File: config.mk
export PLATFORM = sky130hd
export DESIGN_NAME = pipe_stage_reg
export DESIGN_NICKNAME = d
export VERILOG_FILES = /design/src/rtl/pipe_stage_reg.sv
export SDC_FILE = /design/constraint.sdc
export NUM_CORES = 1
export LEC_CHECK = 0
export CORE_MARGIN = 10
export CORE_UTILIZATION = 30
export CTS_CLUSTER_DIAMETER = 120
export DETAILED_ROUTE_END_ITERATION = 6
export DONT_BUFFER_PORTS = 1
export PLACE_DENSITY_LB_ADDON = 0.25
export SETUP_SLACK_MARGIN = 0.1
export SLEW_MARGIN = 40
export SYNTH_ARGS = -nofsm -noshare
export SYNTH_HDL_FRONTEND = slang
export SYNTH_SLANG_ARGS = --single-unit
File: constraint.sdc
create_clock -name CLOCK -period 5.4 [get_ports CLOCK]
set_input_delay 0.54 -clock CLOCK [delete_from_list [all_inputs] [get_ports CLOCK]]
set_output_delay 0.54 -clock CLOCK [all_outputs]
set_load 0.01 [all_outputs]
File: src/rtl/pipe_stage_reg.sv
// rtl/pipe_stage_reg.sv - parametrised elastic pipeline stage register
// Main entry M drives the outputs; optional skid entry S absorbs one beat of backpressure.
module pipe_stage_reg #(
  parameter int                CTRL_W      = 12,
  parameter int                DATA_W      = 128,
  parameter int                SKID        = 1,
  parameter logic [CTRL_W-1:0] CTRL_BUBBLE = '0,
  parameter int                CNT_W       = 16
) (
  input  logic              CLOCK,
  input  logic              RESET_N,
  input  logic              IN_VALID,
  output logic              IN_READY,
  input  logic [CTRL_W-1:0] IN_CTRL,
  input  logic [DATA_W-1:0] IN_DATA,
  input  logic              STALL,
  input  logic              FLUSH,
  output logic              OUT_VALID,
  input  logic              OUT_READY,
  output logic [CTRL_W-1:0] OUT_CTRL,
  output logic [DATA_W-1:0] OUT_DATA,
  output logic [1:0]        OCCUPANCY,
  input  logic              CNT_CLR,
  output logic [CNT_W-1:0]  STARVE_CNT
);

  logic              m_valid;
  logic [CTRL_W-1:0] m_ctrl;
  logic [DATA_W-1:0] m_data;
  logic              s_valid;
  logic [CTRL_W-1:0] s_ctrl;
  logic [DATA_W-1:0] s_data;
  logic [CNT_W-1:0]  starve_cnt;
  logic              in_xfer;
  logic              out_xfer;

  // With a skid entry, ready depends only on registered state, cutting the OUT_READY path.
  always_comb begin
    IN_READY = 1'b0;
    if (SKID != 0) begin
      IN_READY = RESET_N & ~s_valid & ~STALL & ~FLUSH;
    end else begin
      IN_READY = RESET_N & (~m_valid | OUT_READY) & ~STALL & ~FLUSH;
    end
  end

  assign OUT_VALID  = m_valid & ~FLUSH;
  assign OUT_CTRL   = m_ctrl;
  assign OUT_DATA   = m_data;
  assign OCCUPANCY  = 2'(m_valid) + 2'(s_valid);
  assign STARVE_CNT = starve_cnt;
  assign in_xfer    = IN_VALID & IN_READY;
  assign out_xfer   = OUT_VALID & OUT_READY;

  always_ff @(posedge CLOCK or negedge RESET_N) begin
    if (!RESET_N) begin
      m_valid <= 1'b0;
      m_ctrl  <= CTRL_BUBBLE;
      m_data  <= '0;
      s_valid <= 1'b0;
      s_ctrl  <= CTRL_BUBBLE;
      s_data  <= '0;
    end else if (FLUSH) begin
      m_valid <= 1'b0;
      m_ctrl  <= CTRL_BUBBLE;
      s_valid <= 1'b0;
      s_ctrl  <= CTRL_BUBBLE;
    end else if (!m_valid) begin
      if (in_xfer) begin
        m_valid <= 1'b1;
        m_ctrl  <= IN_CTRL;
        m_data  <= IN_DATA;
      end
    end else if (out_xfer) begin
      if (s_valid) begin
        m_valid <= 1'b1;
        m_ctrl  <= s_ctrl;
        m_data  <= s_data;
        s_valid <= 1'b0;
        s_ctrl  <= CTRL_BUBBLE;
      end else if (in_xfer) begin
        m_valid <= 1'b1;
        m_ctrl  <= IN_CTRL;
        m_data  <= IN_DATA;
      end else begin
        // Drained with nothing behind: leave a bubble, data is don't-care and held.
        m_valid <= 1'b0;
        m_ctrl  <= CTRL_BUBBLE;
      end
    end else if (in_xfer && (SKID != 0)) begin
      s_valid <= 1'b1;
      s_ctrl  <= IN_CTRL;
      s_data  <= IN_DATA;
    end
  end

  always_ff @(posedge CLOCK or negedge RESET_N) begin
    if (!RESET_N) begin
      starve_cnt <= '0;
    end else if (CNT_CLR) begin
      starve_cnt <= '0;
    end else if (OUT_READY && !OUT_VALID && (starve_cnt != {CNT_W{1'b1}})) begin
      starve_cnt <= starve_cnt + CNT_W'(1);
    end
  end

endmodule

**Yosys cells after proc, flatten, opt, wreduce, memory -nomap -nowiden**

Index checks and enable logic that the tools add are counted.

- Bits in registers: 298
- Latch bits: 0
- RAM bits: 0
- Memory bits (read-only): 0
- Input port bits: 147
- Output and inout port bits: 160
- Memories kept: 0

- $add $sub $neg: 2
- Multiply operators: 0
- Div/mod/pow operators: 0
- Magnitude comparators: 0
- Equality and inequality tests: 4
- Shift operators: 0
- Muxes and demuxes: 25
- Bitwise logic cells: 10
- Reductions and logical operators: 12

Operators by type and width:

| kind | count |
|---|---|
| $mux 128 | 4 |
| $mux 12 | 10 |
| $mux 16 | 2 |
| $add 16x1->16 const B | 1 |
| $ne 16x16->1 const B | 1 |
| $mux 1 | 9 |
| $and 1x1->1 | 6 |
| $reduce_and 2->1 | 3 |
| $reduce_bool 3->1 | 2 |
| $not 1->1 | 4 |
| $reduce_and 4->1 | 1 |
| $reduce_bool 2->1 | 2 |
| $ne 3x2->1 const B | 1 |
| $ne 3x3->1 const B | 1 |
| $reduce_and 3->1 | 1 |
| $add 1x1->2 | 1 |
| $logic_and 1x1->1 | 2 |
| $ne 2x1->1 const B | 1 |
| $logic_not 1->1 | 1 |

**Depth between registers and ports, before layout**

Gate-level depths: netlist of the first run.

- Depth after elaboration: 10
- Gate-level depth with buffers: 7
- Mapped depth without buffers: 5

**Least setup slack after synthesis of the first run**

OpenSTA, ideal clock, no wires.

- Path type: input-to-reg
- From: input port STALL
- To: register s_data[100]
- Arrival time: 2.038 ns
- Setup slack: 3.237 ns
- Cell stages on the path: 6
- Path buffers: 3
- Cell sequence: nor4b_4 > and4_1 > buf_2 > buf_2 > buf_2 > mux2_2

- Longest elaborated chain between the ends: 5

RTL lines:

| what | RTL line | text |
|---|---|---|
| from (decl) | 16 | `input logic STALL,` |
| $not 1->1 | - |  |
| $and 1x1->1 (2 in a row) | 41 | `IN_READY = RESET_N & ~s_valid & ~STALL & ~FLUSH;` |
| $and 1x1->1 | 52 | `assign in_xfer = IN_VALID & IN_READY;` |
| $reduce_and 4->1 (no source line) | - |  |
| to (signal assigned) | 62 | `s_data <= '0;` |
| to (signal assigned) | 93 | `s_data <= IN_DATA;` |
| to (decl) | 32 | `logic [DATA_W-1:0] s_data;` |

No other way between the ends.
A chain may end at the register's enable or synchronous reset.

**Worst setup path after layout of the first run**

- From: register s_valid
- To: register m_data[124], in the netlist OUT_DATA[124]

- Longest elaborated chain between the ends: 9

RTL lines:

| what | RTL line | text |
|---|---|---|
| from (decl) | 30 | `logic s_valid;` |
| from (signal assigned) | 60 | `s_valid <= 1'b0;` |
| from (signal assigned) | 66 | `s_valid <= 1'b0;` |
| from (signal assigned) | 79 | `s_valid <= 1'b0;` |
| $not 1->1 (*) | 41 |  |
| $and 1x1->1 (*) (3 in a row) | 41 |  |
| named net IN_READY | 13 | `output logic IN_READY,` |
| $and 1x1->1 (*) | 52 |  |
| $mux 128 (*) | - |  |
| $mux 128 | 75 | `if (s_valid) begin` |
| $mux 128 | 74 | `end else if (out_xfer) begin` |
| $mux 128 (*) | 68 | `end else if (!m_valid) begin` |
| to (signal assigned) | 78 | `m_data <= s_data;` |
| to (decl) | 29 | `logic [DATA_W-1:0] m_data;` |

The timed path passes the listed nets; every way through them passes the cells marked *. The select of a mux whose other input is x is not followed.

==> impl_results.md, run 1 <==
* Slew headroom at 56.06%
* CP Class: flip-flop to flip-flop
* Slew Viols, Final at 0
* Postcts setup bufs at 0
* Leakage at 7.215 nW
* Tot GR Track Use at a little under an eighth
* Final GP Congestion at 0.7233
* Die W at 232.2 microns
* Gate power share at 8.8%
* R2R depth at 5
* TritonCTS buffer count at 36
* Status: finished, violations left
* Post-DP HPWL at approximately 21 mm
* Largest cells by area after synthesis: dfrtp_1 55%, mux2_2 22%, mux2_4 13%
* Clock root buffer: clkbuf_16
* Commonest non-fill, non-tap cell in the layout: dfrtp_1
* Synthesized area per cell at roughly 15 sq um
* First-pass GRT wire length at 49.07 mm
* Pwr/cell area at 379.5 nW/um^2
* DRT iter0 DRCs at 312
* Vias in the first global route at 7347
* Number of I/O pins at 307
* DR WL/cell at 21.94 microns
* Peak VDD IR at 216.6 uV
* Seq/Total Area, Yosys at 55.20%
* ANT nets after route at 0
* Antenna fix cells at 0
* Die footprint at 53920 sq um
* Pre-Repair DR Iteration Count at 4
* Setup repair after global routing missed its margin: false
* PortBufs at 0
* Hold Crit Class: input pin to async pin
* Sink Count at just under 300
* Layout Cells excl Fill at around 1.5k
* CTS tree: built
* Worst-Margin Slew at 0.6591 ns
* Critical Path Source Type: flip-flop
* Syn nets at 1033
* Area share of the largest cell type after synthesis at 55.20%
* Initial antenna violation count at 1
* Final Skew at 0.01829 ns
* Final setup TNS at 0 ns
* FF+latch count, synth at 298
* Final hold vios at 298
* Yosys top cell by area: dfrtp_1
* Min Tclk post-route at 2.855 ns
* Vias per inst at approximately 4.7
* Die height at 232.2 microns
* H-tree levels at 2
* Endpoints failing setup at 0
* Switching Fraction at 25.14%
* CORE AREA at 44410 sq um
* CP arrival at 3.27 ns
* # DRC at 0
* Synthesized area at 13510 sq um
* Final Core Density at around 34%
* Number of vias in the routed layout at about 7k
* Placement Setup Slack at 2.228 ns
* Worst-case clock buffer depth at 3
* Final Net Count at 1024
* Sequential share of power at approximately half
* WHS at -0.2888 ns
* Clock-pin slew of the registers on the worst-case setup and hold paths at 0.06 ns
* Crit path max fanout at 67
* Row cnt at 77
* Fill count at 4279
* Wirelength, routed at between 30 and 40 mm
* GRT overflow at 0
* Setup WS post-layout at around 2.5 ns
* Switch Pwr at between 0.001 and 0.0015 W
* Area grow syn2layout at 12.25%
* DP Cell Count at 1428
* Worst-skew pair later-pin latency at 0.53 ns
* Maxcap violations at 0
* CP endpoint kind: flip-flop
* Synth unique cells at 36
* Pint at 0.004309 W
* Commonest cells after routing, fill and taps aside: 298 x dfrtp_1, 269 x mux2_2, 120 x mux2_4, 37 x clkbuf_16, 19 x o21ai_0
* Required time of the critical path at 5.82 ns
* Gate Count Post-Synth at 884
* Pin count of the biggest net entering global routing at 300
* Failing checks: negative hold slack
* Ratio of cells with drive above 1 in the final layout at 50.56%
* Initial core utilization at 30.42%
* Synth warnings at 0
* Final Cycle Share at 52.88%
* Clock share of power at ~40%
* Fmax at 350.2 MHz
* PostCTS Resize Cnt at 0
==> worst paths after layout <==
check	start	end	slack (ns)
max in group asynchronous	RESET_N	OUT_DATA[23]	5.16
worst min-delay path	RESET_N	OUT_DATA[68]	-0.29
worst max register to register	s_valid	OUT_DATA[124]	2.54
min in group CLOCK	CNT_CLR	STARVE_CNT[0]	0.06
worst min register to register	s_ctrl[0]	s_ctrl[0]	0.50
worst max-delay path	s_valid	OUT_DATA[124]	2.54
==> cells in the mapped netlist, drive strengths merged <==
cell type / instances
o21ai: 19
nor4b: 3
nand2b: 1
clkbuf: 14
buf: 41
or3: 6
and3: 3
nand2: 18
and4: 3
or3b: 1
a311oi: 1
mux2: 389
a21oi: 12
nor2: 8
nand4: 6
o2bb2ai: 1
o31ai: 5
nand3: 8
a22oi: 12
inv: 4
ha: 2
nor2b: 5
a21o: 1
a221o: 1
dfrtp: 298
nor3: 1
nor4: 4
a22o: 12
a31oi: 1
or4: 4
==> state kept, by name, summed over array words and instances (netlist names) <==
signal and flops:
s_ctrl 12, STARVE_CNT 16, OUT_CTRL 12, s_data 128, m_valid 1, s_valid 1, OUT_DATA 128
==> critical path, stage by stage, from the launching register on <==
cell	delay, ns
dfrtp_1	0.53
nor4b_4	0.61
nand2_1	0.17
a221o_4	0.58
buf_12	0.33
mux2_4	0.38
==> power by group through the flow <==
stage / combinational (W) / clock [W] / sequential, W
after floorplan: 0.000474 / 0 / 0.00286
after global placement: 0.000490 / 0 / 0.00301
after detailed placement: 0.000509 / 0 / 0.00301
after CTS: 0.000510 / 0.00239 / 0.00298
after global routing: 0.000547 / 0.00247 / 0.00301
final: 0.000505 / 0.00229 / 0.00296
==> cells by family after synthesis <==
kind of cell	after synthesis	synth area share [%]
AO/OA/AOI/OAI	65	3.177
adder cells (fa/ha/maj)	2	0.1852
buffers and inverters	59	2.639
flip-flops	298	55.20
multiplexers	389	35.76
AND/OR/NAND/NOR	71	3.047
==> metal layers <==
| layer | wire (microns) | vias to the layer above | GRT usage [%] |
|---|---|---|---|
| met3 | 4262 | 51 | 7.012 |
| li1 | - | 3204 | - |
| met5 | 20 | - | 0 |
| met4 | 662 | 2 | 3.410 |
| met1 | 12370 | 3613 | 13.21 |
| met2 | 15380 | 203 | 18.34 |
==> area by class of cell <==
class	instances	area (sq um)	area share [%]
flip-flops and latches	298	7457	49.17
multi-input cells	527	5759	37.98
clock buffers	51	988.4	6.518
well taps	592	740.7	4.884
clock inverters	10	103.9	0.6848
repair buffers	8	101.3	0.6683
inverters	4	15.01	0.09900
==> per-stage QoR <==
stage               total power (W)  hold WS (ns)  cell area (sq um)
global route               0.006026       -0.3288              15170
finish                     0.005756       -0.2888              15170
floorplan                  0.003331        0.2444              13510
CTS                        0.005874       -0.3162              15140
global placement           0.003499        0.2539              14010
detailed placement         0.003518        0.2562              14050
Power figures use the tool's default switching activity.
==> run 2, diff against run 1 <==
clock period = 2.6 ns   (was 5.4 ns; I/O delays follow)
==> impl_results.md, run 2 (synthesized netlist as in run 1, its figures left out) <==
* Status: finished, violations left
* Failing checks: negative hold slack
* Initial core utilization at 30.42% (unchanged)
* Postcts setup bufs at 0 (unchanged)
* Sequential share of power at 51.0% (-0.4 points)
* Crit path max fanout at 39 (-42%)
* Crit path largest cell delay at 0.62 ns (about the same)
* Pwr/cell area at 719.8 nW/um^2 (+90%)
* Setup WS post-layout at 0.2920 ns (-2.253 ns)
* Final Skew at 0.01675 ns (-0.001538 ns)
* Number of vias in the routed layout at 7768 (+9.8%)
* Final setup TNS at 0 ns (unchanged)
* Final Core Density at 37.67% (+3.5 points)
* Peak VDD IR at 494.5 uV (+130%)
* TritonCTS buffer count at 34 (-5.6%)
* R2R Path Start: s_valid
* Fill count at 4153 (-2.9%)
* Crit path max-delay cell type: dlygate4sd3_1
* First-pass GRT wire length at 52.03 mm (+6.0%)
* Critical Path, Cell by Cell: dlygate4sd3_1 > nor4b_4 > nand2_1 > a221o_4 > buf_12 > mux2_4
* Commonest cells after routing, fill and taps aside: 298 x dfrtp_1, 269 x mux2_2, 145 x dlygate4sd3_1, 120 x mux2_4, 37 x clkbuf_16
* Ratio of cells with drive above 1 in the final layout at 44.01% (-6.5 points)
* # DRC at 0 (unchanged)
* Worst-case clock buffer depth at 3 (unchanged)
* Number of hold buffers added after CTS at 146
* Final Cycle Share at 88.77%
* Clock-pin slew of the registers on the worst-case setup and hold paths at 0.06 ns (about the same)
* Tot GR Track Use at 12.19% (+0.46 points)
* Row cnt at 77 (unchanged)
* CTS tree: built
* Die footprint at 53920 sq um (unchanged)
* ANT nets after route at 0 (unchanged)
* CP top delay family: buffers and inverters
* Worst-Margin Slew at 0.5616 ns (-0.09751 ns)
* Pin count of the biggest net entering global routing at 300 (unchanged)
* Post-DP HPWL at 21.83 mm (+2.4%)
* CORE AREA at 44410 sq um (unchanged)
* Slew headroom at 62.56% (+6.5 points)
* Storage element area at 7457 sq um (unchanged)
* Vias in the first global route at 8348 (+14%)
* Vias per inst at 4.714 (-0.70%)
* Die W at 232.2 microns (unchanged)
* GRT overflow at 0 (unchanged)
* CP Class: input pin to flip-flop
* Wirelength, routed at 33.60 mm (+2.7%)
* DR WL/cell at 20.39 microns (-7.1%)
* PortBufs at 0 (unchanged)
* Fmax at 433.3 MHz
* Sink Count at 298 (unchanged)
* Required time of the critical path at 3.00 ns (-2.82 ns)
* Pint at 0.009017 W (+110%)
* Final Net Count at 1179 (+15%)
* Worst path bufs/invs at 2 (+1)
* PostCTS Resize Cnt at 0 (unchanged)
* Switching Fraction at 25.11% (-0.027 points)
* Maxcap violations at 0 (unchanged)
* Number of I/O pins at 307 (unchanged)
* Placement Setup Slack at 0.3122 ns (-1.916 ns)
* Die height at 232.2 microns (unchanged)
* Area grow syn2layout at 23.82%
* Initial antenna violation count at 4 (+3)
* WHS at -0.5656 ns (-0.2768 ns)
* Multi-input gate area at 5724 sq um (-0.61%)
* Min Tclk post-route at 2.308 ns
* H-tree levels at 2 (unchanged)
* Worst-skew pair later-pin latency at 0.53 ns (about the same)
* Endpoints failing setup at 0 (unchanged)
* CP arrival at 2.71 ns (-0.56 ns)
* Pre-Repair DR Iteration Count at 4 (unchanged)
* Final hold vios at 298 (unchanged)
* Commonest non-fill, non-tap cell in the layout: dfrtp_1
* Switch Pwr at 0.003023 W (+110%)
* DRT iter0 DRCs at 308 (-1.3%)
* Gate power share at 10.6% (+1.8 points)
* CP endpoint kind: flip-flop
* Final GP Congestion at 0.7269 (+0.50%)
* Setup repair after global routing missed its margin: false
* Leakage at 7.891 nW (+9.4%)
* CP startpoint: FLUSH
* Critical Path Source Type: input pin
* Clock share of power at 38.4% (-1.5 points)
* Clock root buffer: clkbuf_16
* Slew Viols, Final at 0 (unchanged)
* Hold Crit Class: input pin to async pin
## run 2: cell types whose count changed in the layout (fill, tap and decap cells not counted), moves of 2 or more
cell           change
buf_12             +6
dlygate4sd3_1    +145
bufinv_16          -2
diode_2            +4
clkbuf_1           -2
buf_4              +6
clkbuf_8           +5
clkinv_2           -3
## run 2: final timing paths
| check | end | slack [ns] | depth (start not counted) |
|---|---|---|---|
| max | OUT_DATA[91] | 0.29 | 6 |
| min | OUT_DATA[64] | -0.57 | 0 |
| max reg2reg | OUT_DATA[91] | 0.30 | 5 |
| min reg2reg | s_data[30] | 0.50 | 1 |
| max in group asynchronous | s_data[15] | 2.81 | 0 |
| min in group CLOCK | OUT_DATA[100] | 0.04 | 2 |
## run 2: layer usage
metal	GRT usage, %	share of wire [%]
met5	0	0.039
met4	4.043	1.8
met3	4.691	8.7
met2	19.02	46
met1	15.19	43
## run 2: layout make-up
class                           instances  area share, %
Clock buffer                           54          6.275
Inverter                                4        0.08975
Antenna cell                            4        0.05984
Clock inverter                          4         0.1197
Tap cell                              592          4.428
Timing Repair Buffer                  165          10.23
Multi-Input combinational cell        527          34.22
Sequential cell                       298          44.58
## run 2: power groups by stage
stage / Sequential, W / Combinational [W] / Clock (W)
floorplan: 0.00593 / 0.000985 / 0
global placement: 0.00625 / 0.00102 / 0
detailed placement: 0.00624 / 0.00107 / 0
CTS: 0.00618 / 0.00129 / 0.00483
global route: 0.00624 / 0.00138 / 0.00500
finish: 0.00614 / 0.00128 / 0.00463
## run 2: through the flow
stage,instances,hold WS (ns),area (sq um),power (W)
after detailed placement,1440,-0.02481,14190,0.007311
after global routing,1647,-0.5968,16730,0.01262
final,1648,-0.5656,16730,0.01204
after floorplan,884,-0.03559,13510,0.006918
after CTS,1644,-0.6072,16720,0.01230
after global placement,1440,-0.02605,14190,0.007275
